$ cat src/rtl/frame_capture.sv
// Camera byte-stream writer: waits for a VSYNC-framed frame, stores BYTES_PER_FRAME
// bytes at addresses 0.. and holds the frame until the reader signals it consumed it.
module frame_capture #(
  parameter int BYTES_PER_FRAME = 19200,
  parameter int ADDR_W          = 15
) (
  input  logic              i_clk,
  input  logic              i_rst,
  input  logic              i_start,
  input  logic              i_vsync,
  input  logic              i_href,
  input  logic              i_px_valid,
  input  logic [7:0]        i_data,
  input  logic              i_frame_consumed,
  output logic [ADDR_W-1:0] o_ram_address,
  output logic [7:0]        o_ram_data,
  output logic              o_ram_we,
  output logic              o_busy,
  output logic              o_frame_ready,
  output logic              o_frame_error
);

  typedef enum logic [2:0] {
    S_IDLE,
    S_WAIT_VSYNC,
    S_ARMED,
    S_CAPTURE,
    S_DONE
  } state_t;

  // Counter is one bit wider than the address so a full 2^ADDR_W frame is representable.
  localparam logic [ADDR_W:0] FRAME_BYTES = BYTES_PER_FRAME[ADDR_W:0];
  localparam logic [ADDR_W:0] CNT_ONE     = 1;

  state_t              state_q, state_d;
  logic [ADDR_W:0]     cnt_q, cnt_d;
  logic [ADDR_W-1:0]   addr_q, addr_d;
  logic [7:0]          data_q, data_d;
  logic                we_q, we_d;
  logic                err_q, err_d;
  logic                vsync_q;
  logic                rise;
  logic                fall;

  assign rise = i_vsync & ~vsync_q;
  assign fall = ~i_vsync & vsync_q;

  always_ff @(posedge i_clk or posedge i_rst) begin
    if (i_rst) begin
      state_q <= S_IDLE;
      cnt_q   <= '0;
      addr_q  <= '0;
      data_q  <= '0;
      we_q    <= 1'b0;
      err_q   <= 1'b0;
      vsync_q <= 1'b0;
    end else begin
      state_q <= state_d;
      cnt_q   <= cnt_d;
      addr_q  <= addr_d;
      data_q  <= data_d;
      we_q    <= we_d;
      err_q   <= err_d;
      vsync_q <= i_vsync;
    end
  end

  always_comb begin
    state_d = state_q;
    cnt_d   = cnt_q;
    addr_d  = addr_q;
    data_d  = data_q;
    we_d    = 1'b0;
    err_d   = 1'b0;
    case (state_q)
      S_IDLE: begin
        if (i_start) state_d = S_WAIT_VSYNC;
      end
      S_WAIT_VSYNC: begin
        if (rise) state_d = S_ARMED;
      end
      S_ARMED: begin
        if (fall) begin
          state_d = S_CAPTURE;
          cnt_d   = '0;
        end
      end
      S_CAPTURE: begin
        // A VSYNC rise ends the frame and wins over any byte strobed in the same cycle.
        if (rise) begin
          if (cnt_q == FRAME_BYTES) begin
            state_d = S_DONE;
          end else begin
            err_d   = 1'b1;
            cnt_d   = '0;
            state_d = S_ARMED;
          end
        end else if (i_href && i_px_valid && (cnt_q < FRAME_BYTES)) begin
          we_d   = 1'b1;
          data_d = i_data;
          addr_d = cnt_q[ADDR_W-1:0];
          cnt_d  = cnt_q + CNT_ONE;
        end
      end
      S_DONE: begin
        if (i_frame_consumed) state_d = i_start ? S_WAIT_VSYNC : S_IDLE;
      end
      default: state_d = S_IDLE;
    endcase
  end

  always_comb begin
    o_ram_address = addr_q;
    o_ram_data    = data_q;
    o_ram_we      = we_q;
    o_frame_error = err_q;
    o_busy        = (state_q == S_WAIT_VSYNC) || (state_q == S_ARMED) || (state_q == S_CAPTURE);
    o_frame_ready = (state_q == S_DONE);
  end

endmodule
$ cat config.mk
export PLATFORM = sky130hd
export DESIGN_NAME = frame_capture
export DESIGN_NICKNAME = d
export VERILOG_FILES = /design/src/rtl/frame_capture.sv
export SDC_FILE = /design/constraint.sdc
export NUM_CORES = 1
export LEC_CHECK = 0
export CAP_MARGIN = 20
export CORE_MARGIN = 1
export CORE_UTILIZATION = 46
export DETAILED_ROUTE_END_ITERATION = 16
export GPL_TIMING_DRIVEN = 0
export HOLD_SLACK_MARGIN = 0.06
export PLACE_DENSITY = 0.75
export SYNTH_ARGS = -nofsm -noshare
export SYNTH_HDL_FRONTEND = slang
export SYNTH_SLANG_ARGS = --single-unit
$ cat constraint.sdc
create_clock -name i_clk -period 2 [get_ports i_clk]
set_clock_uncertainty 0.1 [all_clocks]
set_input_delay 0.2 -clock i_clk [delete_from_list [all_inputs] [get_ports i_clk]]
set_output_delay 0.2 -clock i_clk [all_outputs]
set_load 0.01 [all_outputs]
==> impl_metrics.csv <==
group,metric,value,unit
outcome,status,"complete, no violations",
placement,port_buffers,41,
floorplanning,die-area,4940,um^2
route,vias,1887,
floorplanning,boundaryPins,42,
setup_path,cp.required,2.10,ns
route,top_layer,"met4",
timing,worst_slew_pin_slew,0.583,ns
layout,n_antenna_cell,0,
layout,design_area,2900,um^2
pwr,switching_share,33.0,%
floorplanning,start_util,48.6,%
yosys,yosysWarnings,0,
placement,dpl_cell_area,2640,um^2
yosys,ys_ff_latch,45,
yosys,synth_top_flop_cell,"dfrtp_1",
clock_tree,root_buffer,"clkbuf_8",
yosys,yosysMostFrequentCell,"nand2_1",
placement,place.gp.congestion,0.799,
clock_tree,clockBufferDepth,2,
yosys,yosysTopAreaCell,"dfrtp_1",
clock_tree,numCtsBuffers,5,
route,drc,0,
pwr,pwr-share-comb,34.7,%
layout,layout-drive-gt1-share,16.6,%
setup_path,crit_path_end_kind,"flop",
yosys,yosysUniqueCellTypes,41,
timing,period_share,98.7,%
yosys,synth_top_area_share,52.4,%
layout,fin_nets,306,
pwr,clockPowerShare,20.8,%
yosys,avgSynthCellArea,9.18,um^2
grt,grt_overflow_total,0,
pwr,p_switching,0.000895,W
clock_tree,clkTransAtPathRegs,0.09,ns
route,drtIter0Drc,94,
floorplanning,die_h,70.3,um
route,drt-pass1-iter-count,4,
timing,slew_viol_final,0,
placement,hpwlAfterDp,3210,um
timing,hold_violations,0,
yosys,postSynth.asyncResetShare,100,%
yosys,synth_cells,234,
grt,grt_pass1_wl,8270,um
yosys,postSynthNetCount,251,
placement,place_inst,328,
setup_path,startpoint_type,"flop",
timing,hold-worst-slack,0.308,ns
floorplanning,rows,24,
layout,utilization,65.6,%
yosys,synth_area_leaders,"dfrtp_1 52%, nand2_1 13%, a211o_1 3.3%, nand3_1 2.3%, and3_1 2.0%",
route,drt-vias-per-instance,5.52,
grt,track_usage,21.3,%
pwr,power.leakage,1.46,nW
layout,final_cell_count_no_fill,342,
route,m1WireLength,2250,um
clock_tree,h-tree-depth,2,
pwr,vdd_ir_drop_max,512,uV
clock_tree,clock_sinks,45,
pwr,power_frac_seq,44.5,%
route,met2_length,2340,um
route,routed_wl,4940,um
pwr,p_int,0.00181,W
yosys,synth-seq-area-share,52.4,%
clock_tree,cts_tree,"yes",
timing,setup_viol,0,
timing,rsz0062_at_grt,"true",
floorplanning,die_x,70.3,um
grt,grt_start_max_net_pins,44,
floorplanning,core_region_area,4410,um^2
clock_tree,clkLatencyLatePin,0.30,ns
timing,min_period,1.97,ns
yosys,synth_edf_count,0,
route,route.met3.wl,237,um
yosys,syn_area,2150,um^2
layout,area_growth,34.8,%
setup_path,critPathKind,"reg -> reg",
route,wl_per_cell,14.5,um
pwr,powerDensity,936,nW/um^2
pwr,power.total,0.00271,W
setup_path,critPathMaxFanout,5,
grt,antenna_found_initial,0,
yosys,netlist_top_cells_count,"76 x nand2_1, 45 x dfrtp_1, 10 x clkbuf_1, 10 x nand3_1, 8 x a211o_1",
timing,slew_headroom,60.6,%
route,final_antenna_net_count,0,
timing,fmax,507,MHz
setup_path,cp.arrival,2.07,ns
job,maxCapViolCount,0,
min_path,min_path_type,"in -> reg",
grt,grt_pass1_vias,1770,
[worst max-delay path, cell delays in order, from the launching register on]
cell	delay, ns
dfrtp_2	0.43
a2111oi_4	0.37
o2111ai_2	0.18
and2_4	0.18
and2_4	0.19
buf_8	0.13
a211o_1	0.28
[through the flow]
stage	setup WS (ns)	setup TNS, ns
3_5_place_dp	-0.174	-3.13
2_1_floorplan	0.0313	0
6_report	0.0264	0
5_1_grt	-0.0647	-0.437
3_3_place_gp	-0.233	-12.96
4_1_cts	-0.0134	-0.0134
[worst paths after layout]
kind	depth (start not counted)	startpoint	end	slack [ns]
worst min register to register	2	o_ram_address[7]	o_ram_address[7]	0.37
worst max-delay path	6	cnt_q[9]	cnt_q[2]	0.03
worst max register to register	6	cnt_q[9]	cnt_q[2]	0.03
max in group asynchronous	4	i_rst	cnt_q[0]	0.84
worst min-delay path	1	i_vsync	vsync_q	0.31
min in group asynchronous	3	i_rst	o_ram_data[0]	0.53
[metal layers]
layer	vias to the layer above	GRT usage (%)
met4	0	8.00
li1	920	-
met5	-	0
met3	9	4.91
met1	907	28.1
met2	51	34.0
[layout make-up]
class | instances | area (um^2)
buffer | 7 | 47.5
clock buffer | 5 | 68.8
clock inverter | 3 | 21.3
fill | 353 | 1520
inverter | 7 | 26.3
multi-input combinational | 168 | 988
sequential | 45 | 1130
tap | 52 | 65.1
timing repair buffer | 55 | 546
[cell usage in the layout (no fill, tap or decap), drive strengths merged, types with 2 or more instances in the layout]
cell / Yosys / final
a21o: 4 / 4
mux2i: 2 / 2
o21ai: 7 / 7
nand4: 4 / 4
nor2b: 2 / 2
and3: 7 / 7
nor3b: 3 / 3
nand2b: 2 / 2
nor3: 7 / 7
and2: 3 / 3
clkdlybuf4s50: 0 / 41
and3b: 3 / 3
nor4: 4 / 4
inv: 7 / 8
dfrtp: 45 / 45
ha: 2 / 2
clkbuf: 10 / 11
buf: 4 / 14
nor2: 4 / 4
o31ai: 3 / 3
a211o: 8 / 8
nand2: 76 / 76
nand3: 10 / 10
[repair_timing]
action / in CTS / in global routing
hold endpoints to repair: 2 / 0
resized for setup: 10 / 16
cloned: 0 / 1
pin swaps: 8 / 2
buffers inserted: 8 / 3
endpoints found under the setup margin: 33 / 34
hold buffers: 1 / 0
[registers in the layout (all words and copies together) (netlist names)]
name / count
o_ram_we: 1
o_ram_data: 8
o_frame_error: 1
cnt_q: 16
o_ram_address: 15
state_q: 3
vsync_q: 1
[cell families (layout without fill, tap and decap cells)]
family / count (synthesis) / in the layout / share of synthesized area (%)
simple gates: 131 / 131 / 29.1
flops: 45 / 45 / 52.4
buf+inv: 21 / 77 / 4.49
compound gates: 33 / 33 / 11.9
fa+ha+maj: 2 / 2 / 1.17
mux: 2 / 2 / 0.932
[power by group through the flow]
| stage | clock network [W] | logic, W | registers (W) |
|---|---|---|---|
| after floorplan | 0 | 0.000393 | 0.00123 |
| after global placement | 0 | 0.000814 | 0.00118 |
| after detailed placement | 0 | 0.000827 | 0.00119 |
| after CTS | 0.000584 | 0.000896 | 0.00117 |
| after global routing | 0.000614 | 0.00104 | 0.00123 |
| final | 0.000564 | 0.000940 | 0.00121 |
No activity file was read; power rests on OpenSTA's default activity.
